File: config.mk
export PLATFORM = sky130hd
export DESIGN_NAME = pipeline_ctrl_flat
export DESIGN_NICKNAME = d
export VERILOG_FILES = /design/src/rtl/pipeline_ctrl_if.sv /design/src/rtl/pipeline_ctrl.sv /design/src/flat_wrapper.sv
export SDC_FILE = /design/constraint.sdc
export NUM_CORES = 1
export LEC_CHECK = 0
export CAP_MARGIN = 20
export CORE_MARGIN = 2
export CORE_UTILIZATION = 38
export CTS_CLUSTER_DIAMETER = 80
export DETAILED_ROUTE_END_ITERATION = 6
export PLACE_DENSITY_LB_ADDON = 0.1
export SLEW_MARGIN = 25
export SYNTH_ARGS = -nofsm -noshare
export SYNTH_HDL_FRONTEND = slang
export SYNTH_SLANG_ARGS = --single-unit
File: constraint.sdc
create_clock -name clk -period 2.9 [get_ports clk]
set_input_delay 0.435 -clock clk [delete_from_list [all_inputs] [get_ports clk]]
set_output_delay 0.435 -clock clk [all_outputs]
set_load 0.05 [all_outputs]
File: src/rtl/pipeline_ctrl_if.sv
// Hazard inputs and stall/flush controls between the pipeline and its controller.
interface pipeline_ctrl_if;
   logic [4:0]  id_rj_index;
   logic [4:0]  id_rk_index;
   logic        id_rj_read;
   logic        id_rk_read;
   logic [4:0]  ex_rd_index;
   logic [4:0]  m1_rd_index;
   logic        ex_is_load;
   logic        m1_is_load;
   logic        ex_branch_taken;
   logic        ex_div_busy;
   logic        icache_busy;
   logic        dcache_busy;
   logic        wb_exception;
   logic        pc_stall;
   logic [4:0]  stall;
   logic [4:0]  clear;
   logic        excp_flush;
   logic        drain_timeout;
   logic [31:0] stall_cnt;

   modport master (
      output id_rj_index, id_rk_index, id_rj_read, id_rk_read,
      output ex_rd_index, m1_rd_index, ex_is_load, m1_is_load,
      output ex_branch_taken, ex_div_busy, icache_busy,
      output dcache_busy, wb_exception,
      input  pc_stall, stall, clear, excp_flush, drain_timeout,
      input  stall_cnt
   );

   modport slave (
      input  id_rj_index, id_rk_index, id_rj_read, id_rk_read,
      input  ex_rd_index, m1_rd_index, ex_is_load, m1_is_load,
      input  ex_branch_taken, ex_div_busy, icache_busy,
      input  dcache_busy, wb_exception,
      output pc_stall, stall, clear, excp_flush, drain_timeout,
      output stall_cnt
   );
endinterface

File: src/rtl/pipeline_ctrl.sv
// Pipeline hazard/stall/flush controller with exception drain state.
// Define PIPE_STALL_CNT_EN to build the stalled-cycle counter.
module pipeline_ctrl #(
   parameter int unsigned DRAIN_LIMIT = 255
) (
   input logic             clk,
   input logic             rst,
   pipeline_ctrl_if.slave  bus
);
   localparam int CW = $clog2(DRAIN_LIMIT + 1);

   typedef enum logic {NORMAL, DRAIN} state_t;

   state_t        state, state_nxt;
   logic [CW-1:0] dcnt, dcnt_nxt;
   logic          pc_stall;
   logic [4:0]    stall;
   logic [4:0]    clear;
   logic          excp_flush;
   logic          drain_timeout;
   logic          ex_hit;
   logic          m1_hit;
   logic          load_use;
   logic          limit_hit;

   always_comb begin
      ex_hit = bus.ex_is_load && bus.ex_rd_index != 5'd0 &&
               ((bus.id_rj_read && bus.id_rj_index == bus.ex_rd_index) ||
                (bus.id_rk_read && bus.id_rk_index == bus.ex_rd_index));
      m1_hit = bus.m1_is_load && bus.m1_rd_index != 5'd0 &&
               ((bus.id_rj_read && bus.id_rj_index == bus.m1_rd_index) ||
                (bus.id_rk_read && bus.id_rk_index == bus.m1_rd_index));
      load_use  = ex_hit || m1_hit;
      limit_hit = dcnt == CW'(DRAIN_LIMIT);
   end

   always_ff @(posedge clk) begin
      if (rst) begin
         state <= NORMAL;
         dcnt  <= '0;
      end else begin
         state <= state_nxt;
         dcnt  <= dcnt_nxt;
      end
   end

   always_comb begin
      pc_stall      = 1'b0;
      stall         = 5'b00000;
      clear         = 5'b00000;
      excp_flush    = 1'b0;
      drain_timeout = 1'b0;
      state_nxt     = state;
      dcnt_nxt      = dcnt;
      if (rst) begin
         pc_stall = 1'b1;
         clear    = 5'b11111;
      end else begin
         unique case (state)
            NORMAL: begin
               priority case (1'b1)
                  bus.wb_exception && !bus.dcache_busy: begin
                     clear      = 5'b11111;
                     excp_flush = 1'b1;
                  end
                  bus.wb_exception: begin
                     pc_stall  = 1'b1;
                     stall     = 5'b01111;
                     clear     = 5'b10000;
                     state_nxt = DRAIN;
                     dcnt_nxt  = '0;
                  end
                  bus.dcache_busy: begin
                     pc_stall = 1'b1;
                     stall    = 5'b01111;
                     clear    = 5'b10000;
                  end
                  bus.ex_div_busy: begin
                     pc_stall = 1'b1;
                     stall    = 5'b00011;
                     clear    = 5'b00100;
                  end
                  bus.ex_branch_taken: begin
                     clear = 5'b00011;
                  end
                  load_use: begin
                     pc_stall = 1'b1;
                     stall    = 5'b00001;
                     clear    = 5'b00010;
                  end
                  bus.icache_busy: begin
                     pc_stall = 1'b1;
                     clear    = 5'b00001;
                  end
                  default: ;
               endcase
            end
            DRAIN: begin
               // the limit forces the flush even if memory never answers
               if (limit_hit || !bus.dcache_busy) begin
                  clear         = 5'b11111;
                  excp_flush    = 1'b1;
                  drain_timeout = limit_hit;
                  state_nxt     = NORMAL;
               end else begin
                  pc_stall = 1'b1;
                  stall    = 5'b01111;
                  clear    = 5'b10000;
                  dcnt_nxt = dcnt + CW'(1);
               end
            end
            default: state_nxt = NORMAL;
         endcase
      end
   end

`ifdef PIPE_STALL_CNT_EN
   logic [31:0] scnt;

   always_ff @(posedge clk) begin
      if (rst)
         scnt <= '0;
      else if (pc_stall)
         scnt <= scnt + 32'd1;
   end

   assign bus.stall_cnt = scnt;
`else
   assign bus.stall_cnt = 32'd0;
`endif

   assign bus.pc_stall      = pc_stall;
   assign bus.stall         = stall;
   assign bus.clear         = clear;
   assign bus.excp_flush    = excp_flush;
   assign bus.drain_timeout = drain_timeout;
endmodule

File: src/flat_wrapper.sv
// flat-port wrapper written by rule: the top's interface ports become plain ports
module pipeline_ctrl_flat 
#(
   parameter int unsigned DRAIN_LIMIT = 255
)
  (clk, rst, bus_id_rj_index, bus_id_rk_index, bus_id_rj_read, bus_id_rk_read, bus_ex_rd_index, bus_m1_rd_index, bus_ex_is_load, bus_m1_is_load, bus_ex_branch_taken, bus_ex_div_busy, bus_icache_busy, bus_dcache_busy, bus_wb_exception, bus_pc_stall, bus_stall, bus_clear, bus_excp_flush, bus_drain_timeout, bus_stall_cnt);
  pipeline_ctrl_if bus_i ();
  input logic clk;
  input logic rst;
  input wire logic [$bits(bus_i.id_rj_index)-1:0] bus_id_rj_index;
  input wire logic [$bits(bus_i.id_rk_index)-1:0] bus_id_rk_index;
  input wire logic [$bits(bus_i.id_rj_read)-1:0] bus_id_rj_read;
  input wire logic [$bits(bus_i.id_rk_read)-1:0] bus_id_rk_read;
  input wire logic [$bits(bus_i.ex_rd_index)-1:0] bus_ex_rd_index;
  input wire logic [$bits(bus_i.m1_rd_index)-1:0] bus_m1_rd_index;
  input wire logic [$bits(bus_i.ex_is_load)-1:0] bus_ex_is_load;
  input wire logic [$bits(bus_i.m1_is_load)-1:0] bus_m1_is_load;
  input wire logic [$bits(bus_i.ex_branch_taken)-1:0] bus_ex_branch_taken;
  input wire logic [$bits(bus_i.ex_div_busy)-1:0] bus_ex_div_busy;
  input wire logic [$bits(bus_i.icache_busy)-1:0] bus_icache_busy;
  input wire logic [$bits(bus_i.dcache_busy)-1:0] bus_dcache_busy;
  input wire logic [$bits(bus_i.wb_exception)-1:0] bus_wb_exception;
  output wire logic [$bits(bus_i.pc_stall)-1:0] bus_pc_stall;
  output wire logic [$bits(bus_i.stall)-1:0] bus_stall;
  output wire logic [$bits(bus_i.clear)-1:0] bus_clear;
  output wire logic [$bits(bus_i.excp_flush)-1:0] bus_excp_flush;
  output wire logic [$bits(bus_i.drain_timeout)-1:0] bus_drain_timeout;
  output wire logic [$bits(bus_i.stall_cnt)-1:0] bus_stall_cnt;
  assign bus_i.id_rj_index = bus_id_rj_index;
  assign bus_i.id_rk_index = bus_id_rk_index;
  assign bus_i.id_rj_read = bus_id_rj_read;
  assign bus_i.id_rk_read = bus_id_rk_read;
  assign bus_i.ex_rd_index = bus_ex_rd_index;
  assign bus_i.m1_rd_index = bus_m1_rd_index;
  assign bus_i.ex_is_load = bus_ex_is_load;
  assign bus_i.m1_is_load = bus_m1_is_load;
  assign bus_i.ex_branch_taken = bus_ex_branch_taken;
  assign bus_i.ex_div_busy = bus_ex_div_busy;
  assign bus_i.icache_busy = bus_icache_busy;
  assign bus_i.dcache_busy = bus_dcache_busy;
  assign bus_i.wb_exception = bus_wb_exception;
  assign bus_pc_stall = bus_i.pc_stall;
  assign bus_stall = bus_i.stall;
  assign bus_clear = bus_i.clear;
  assign bus_excp_flush = bus_i.excp_flush;
  assign bus_drain_timeout = bus_i.drain_timeout;
  assign bus_stall_cnt = bus_i.stall_cnt;
  pipeline_ctrl #(.DRAIN_LIMIT(DRAIN_LIMIT)) u_core (.clk(clk), .rst(rst), .bus(bus_i));
endmodule
==> results of run 1 <==
## metal layers
layer / GRT usage [%] / vias up
met5: 0 / -
met4: 4.98 / 0
met3: 4.69 / 5
met2: 27.1 / 51
met1: 23.1 / 492
li1: - / 535
## synthesized netlist by cell type
cell type,number
buf_4,34
xnor2_1,21
nor2_1,14
nand2_1,11
dfxtp_1,9
nand4_1,7
o21ai_0,6
inv_1,5
xor2_1,5
a21oi_1,4
nand3_1,4
nor3_1,4
and3_1,3
a22oi_1,2
and4_1,2
clkbuf_1,2
o22ai_1,2
a211oi_1,1
a311o_2,1
a31oi_1,1
a31oi_2,1
a32oi_1,1
a32oi_2,1
conb_1,1
ha_1,1
nor2b_1,1
o21a_1,1
o21bai_1,1
o2bb2ai_1,1
o31ai_1,1
or4_1,1
## per-stage QoR
stage               total power, mW  utilization (%)  worst slack (ns)
CTS                           0.501             52.9             0.184
floorplan                     0.351                -             0.125
global route                  0.525             53.1            0.0969
detailed placement            0.403             51.9             0.198
finish                        0.499             53.1             0.195
global placement              0.402             51.9             0.228
## report_power, final
part           internal [mW]  switching [mW]
clock network         0.0531          0.0443
registers              0.125         0.00273
logic                 0.0869           0.187
## critical path: cells and delay by family
kind | cells | cell delay [ns]
AND/OR/NAND/NOR | 1 | 0.56
buffers and inverters | 2 | 0.61
AO/OA/AOI/OAI | 3 | 0.66
## registers in the layout, indices dropped and copies added, names as in the netlist
signal        flops
u_core.dcnt       8
u_core.state      1
## cell families (layout without fill, tap and decap cells)
family / count (synthesis) / after routing / synth area share [%]
flip-flops: 9 / 9 / 16.3
buffers and inverters: 41 / 52 / 25.5
other: 1 / 33 / 0.339
AND/OR/NAND/NOR: 47 / 47 / 20.6
XOR/XNOR: 26 / 26 / 20.6
adder cells (fa/ha/maj): 1 / 1 / 1.13
AO/OA/AOI/OAI: 24 / 24 / 15.5
## how the worst min path moves through the flow
stage	start	to	cells past startpoint
global route	u_core.dcnt[7]	u_core.dcnt[7]	2
global placement	u_core.dcnt[7]	u_core.dcnt[7]	2
finish	u_core.dcnt[7]	u_core.dcnt[7]	2
detailed placement	u_core.dcnt[7]	u_core.dcnt[7]	2
floorplan	u_core.dcnt[7]	u_core.dcnt[7]	2
CTS	u_core.dcnt[7]	u_core.dcnt[7]	2
## area by class of cell
| type | instances | area [um2] |
|---|---|---|
| Clock buffer | 4 | 26.3 |
| Fill cell | 286 | 1290 |
| Inverter | 5 | 18.8 |
| Multi-Input combinational cell | 131 | 763 |
| Sequential cell | 9 | 180 |
| Tap cell | 31 | 38.8 |
| Timing Repair Buffer | 43 | 438 |
==> metrics.md, run 1 <==
| Metric | Value |
|---|---|
| Slowest-stage cell, CP | or4_1 |
| Maximum VDD drop | 0.302 mV |
| Wirelength per Cell | 12.5 um |
| CP arrival | 2.27 ns |
| Via count | 1083 |
| Core Rows | 19 |
| Hpwl dp | 2290 um |
| Most frequent cells in the layout | conb_1 (33), clkdlybuf4s50_1 (30), xnor2_1 (21) |
| Die X | 57.9 um |
| Core Box Area | 2760 um2 |
| Fin. max-slew vios | 0 |
| Root buffer cell | clkbuf_4 |
| Critical Path, Cell by Cell | clkdlybuf4s50_1, or4_1, o21a_1, a32oi_2, a311o_2, buf_12 |
| CTS Buf Count | 3 |
| Commonest non-fill, non-tap cell in the layout | conb_1 |
| CP max FO | 4 |
| Worst skew pair latency | 0.27 ns |
| Vias in the first global route | 1021 |
| First-pass GRT wire length | 4570 um |
| Synth warn | 0 |
| Worst R2R Path Depth | 6 |
| Worst R2R Setup Slack | 1.19 ns |
| CP Launch Point | bus_m1_rd_index[0] |
| Worst setup endpoint | bus_clear[0] |
| Post-synthesis to final-layout area growth | 32.6% |
| Critical path class | in -> out |
| Startpoint types | input port |
| Fin area | 1470 um2 |
| Antenna cell count | 0 |
| Routed WL | 2790 um |
| Die ar. | 3350 um2 |
| Hold Crit Class | reg -> reg |
| CP required | 2.47 ns |
| GRT overflow | 0 |
| Relative slew slack | 49.3% |
| Layout cells sized above 1 | 8.33% |
| Met3 wire len | 235 um |
| Post-Synthesis Cells | 149 |
| Max Clock Skew | 0.00702 ns |
| Routed Antenna Nets | 0 |
| RSZ-0062 raised after global routing | false |
| Max_cap viols | 0 |
| Post-Layout Cell Count | 223 |
| Hold-fix buffers, CTS | 0 |
| Crit end category | output pin |
| Proportion of synthesized chip area in sequential cells | 16.3% |
| Yosys reg bits | 9 |
| Outcome | finished clean |
| Crit Reg-Reg Startpoint | u_core.dcnt[0] |
| Postcts setup bufs | 0 |
| Area share of the leading cell type in the synthesized netlist | 23.1% |
| TritonCTS clock tree | done |
| Vias per cell | 4.86 |
| Largest net degree at the start of global routing | 13 |
| DRT met1 WL | 1240 um |
| DRT Pass-1 Iters | 4 |
| Post-cts resize count | 0 |
| Final period utilization | 93.3% |
| Clk slew on worst S/H paths | 0.05 ns |
| Final setup vio count | 0 |
| P_leak | 0.629 nW |
| Slew @ Worst Pin | 0.754 ns |
| RD Place Congestion | 0.850 |
| Post-DP Area | 1430 um2 |
| Fmax | 370 MHz |
| Synth unique cells | 31 |
| Synthesized cell area | 1100 um2 |
| I/O pin cnt | 76 |
| Met2 wire len | 1270 um |
| RR Endpoint | u_core.dcnt[4] |
| Top layer in use | met4 |
| GRT Total Usage | 17.2% |
| Maximum clock path buffer count | 2 |
| CTS Sinks | 9 |
| Mapped Avg Cell Area | 7.41 um2 |
| Antenna violations before repair | 0 |
| Setup TNS | 0 ns |
| # DRC | 0 |
| Max stage delay on crit path | 0.56 ns |
| NumNets Final | 225 |
| Minimum clock period | 2.70 ns |
| Ranking of synthesized cells by area | buf_4 (23%), xnor2_1 (17%), dfxtp_1 (16%) |
| H-tree levels | 1 |
| Final hold vios | 0 |
| Initial Util | 40.1% |
| Die H | 57.9 um |
| Port-buffer cells | 42 |
| PwrDens | 341 nW/um2 |
| Placed Instances | 219 |
| Post-synth top area cell | buf_4 |
| Initial DRC Count | 30 |
| Hold slack final | 0.548 ns |
No activity file was read; power rests on OpenSTA's default activity.
==> run 2, diff against run 1 <==
REMOVE_ABC_BUFFERS = 1   (was unset)
==> run 2 against run 1 <==
Via count shrank 1.1%. Sequential power is essentially flat. Clock-buffer cell count is the same. Sequential share of layout area grew 0.13 points. Critical path depth is the same. Worst hold slack lost 0.0022 ns. Cell area shrank 1.0%. First-iteration DRC count shrank 37%. Final cell count shrank 0.45%. Total power shrank 0.99%. Clock power shrank 1%. Register-to-register slack gained 0.04 ns. Critical endpoint unchanged.
==> metrics.md, run 2 (synthesis results as in run 1) <==
| Metric | Value |
|---|---|
| P_leak | 0.578 nW (-8.2%) |
| Hold Crit Start | u_core.dcnt[6] |
| Post-DP Area | 1420 um2 (-0.52%) |
| Post-synthesis to final-layout area growth | 31.3% |
| Initial DRC Count | 19 (-37%) |
| CP max FO | 4 (unchanged) |
| Hold endpoint | u_core.dcnt[6] |
| Root buffer cell | clkbuf_4 |
| Postcts setup bufs | 0 (unchanged) |
| RD Place Congestion | 0.839 (-1.2%) |
| Fill count | 284 (-0.70%) |
| Post-Layout Cell Count | 222 (-0.45%) |
| Maximum clock path buffer count | 2 (unchanged) |
| Setup TNS | 0 ns (unchanged) |
| Final setup vio count | 0 (unchanged) |
| Worst skew pair latency | 0.26 ns (about the same) |
| Fin area | 1450 um2 (-1.0%) |
| Final Power | 494 uW (-0.99%) |
| Via count | 1071 (-1.1%) |
| Core Rows | 19 (unchanged) |
| Critical path class | in -> out |
| Antenna cell count | 0 (unchanged) |
| Fmax | 370 MHz (+0.19%) |
| Hpwl dp | 2060 um (-10%) |
| Slew @ Worst Pin | 0.784 ns (+0.0299 ns) |
| Vias in the first global route | 928 (-9.1%) |
| Post-cts resize count | 0 (unchanged) |
| Placed Instances | 218 (-0.46%) |
| Worst R2R Path Depth | 6 (unchanged) |
| Final hold vios | 0 (unchanged) |
| CTS Sinks | 9 (unchanged) |
| Initial Util | 40.1% (unchanged) |
| NumNets Final | 224 (-0.44%) |
| Hold Crit Depth | 2 (unchanged) |
| Die ar. | 3350 um2 (unchanged) |
| Hold Crit Class | reg -> reg |
| CTS Buf Count | 3 (unchanged) |
| First-pass GRT wire length | 3890 um (-15%) |
| PwrDens | 341 nW/um2 (about the same) |
| Crit end category | output pin |
| Fin. max-slew vios | 0 (unchanged) |
| Vias per cell | 4.82 (-0.66%) |
| DRT Pass-1 Iters | 4 (unchanged) |
| # DRC | 0 (unchanged) |
| Layout cells sized above 1 | 7.85% (-0.48 points) |
| GRT Total Usage | 14.4% (-2.8 points) |
| Final period utilization | 93.1% (-0.18 points) |
| Maximum VDD drop | 0.247 mV (-18%) |
| Clk slew on worst S/H paths | 0.06 ns (about the same) |
| Die X | 57.9 um (unchanged) |
| Max reg flops | 8 (unchanged) |
| Routed WL | 2490 um (-10%) |
| Most flops, register | u_core.dcnt |
| Outcome | finished clean |
| Antenna violations before repair | 0 (unchanged) |
| Worst R2R Setup Slack | 1.23 ns (+0.04 ns) |
| Most frequent cells in the layout | conb_1 (33), clkdlybuf4s50_1 (33), xnor2_1 (21) |
| Port-buffer cells | 42 (unchanged) |
| Hold-fix buffers, CTS | 0 (unchanged) |
| Max_cap viols | 0 (unchanged) |
| CP required | 2.47 ns (about the same) |
| Routed Antenna Nets | 0 (unchanged) |
| Core Box Area | 2760 um2 (unchanged) |
| I/O pin cnt | 76 (unchanged) |
| TritonCTS clock tree | done |
| Crit Reg-Reg Startpoint | u_core.dcnt[0] |
| H-tree levels | 1 (unchanged) |
| CP arrival | 2.26 ns (about the same) |
| GRT overflow | 0 (unchanged) |
| Die H | 57.9 um (unchanged) |
| Wirelength per Cell | 11.2 um (-10%) |
| Largest net degree at the start of global routing | 13 (unchanged) |
| RSZ-0062 raised after global routing | false |
| Biggest regs | u_core.dcnt (8), u_core.state (1) |
| Startpoint types | input port |
| Fin worst setup slack | 0.201 ns (+0.00520 ns) |
| RR Endpoint | u_core.dcnt[4] |
| Relative slew slack | 47.3% (-2.0 points) |
| Max Clock Skew | 0.00366 ns (-0.00336 ns) |
| Minimum clock period | 2.70 ns (-0.00520 ns) |
| Setup WS pre-CTS | 0.193 ns (-0.00406 ns) |
-- run 2: metrics by stage --
step | hold WS (ns) | util (%)
2_1_floorplan | 0.492 | -
3_3_place_gp | 0.517 | 51.6
3_5_place_dp | 0.524 | 51.6
4_1_cts | 0.548 | 52.6
5_1_grt | 0.581 | 52.6
6_report | 0.546 | 52.6
-- run 2: layout make-up --
type	count	area (um2)	area share, %
tap	31	38.8	2.67
inverter	5	18.8	1.29
sequential	9	180	12.4
multi-input combinational	131	763	52.6
clock buffer	4	26.3	1.81
timing repair buffer	42	423	29.2
-- run 2: power breakdown --
part / leakage [nW] / internal, mW / switching (mW) / total (mW)
Sequential: 0.0727 / 0.125 / 0.00264 / 0.127
Combinational: 0.490 / 0.0855 / 0.185 / 0.271
Clock: 0.0150 / 0.0530 / 0.0431 / 0.0960
-- run 2: worst max path at each step --
| stage | from | endpoint | slack, ns |
|---|---|---|---|
| after floorplan | u_core.dcnt[0] | bus_stall[0] | 0.13 |
| after global placement | bus_m1_rd_index[0] | bus_clear[0] | 0.22 |
| after detailed placement | bus_m1_rd_index[0] | bus_clear[0] | 0.19 |
| after CTS | bus_m1_rd_index[0] | bus_clear[0] | 0.18 |
| after global routing | u_core.dcnt[0] | bus_drain_timeout | 0.06 |
| final | bus_m1_rd_index[0] | bus_clear[0] | 0.20 |
-- run 2: critical path, stage by stage --
cell and delay (ns):
clkdlybuf4s50_1 0.47, or4_1 0.56, o21a_1 0.20, a32oi_2 0.23, a311o_2 0.24, buf_12 0.13
-- run 2: per-layer routing --
layer  global-route usage [%]  wire length (um)
met5                        0                 0
met1                     18.8              1080
met4                    0.997                10
met2                     24.7              1130
met3                     4.02               266
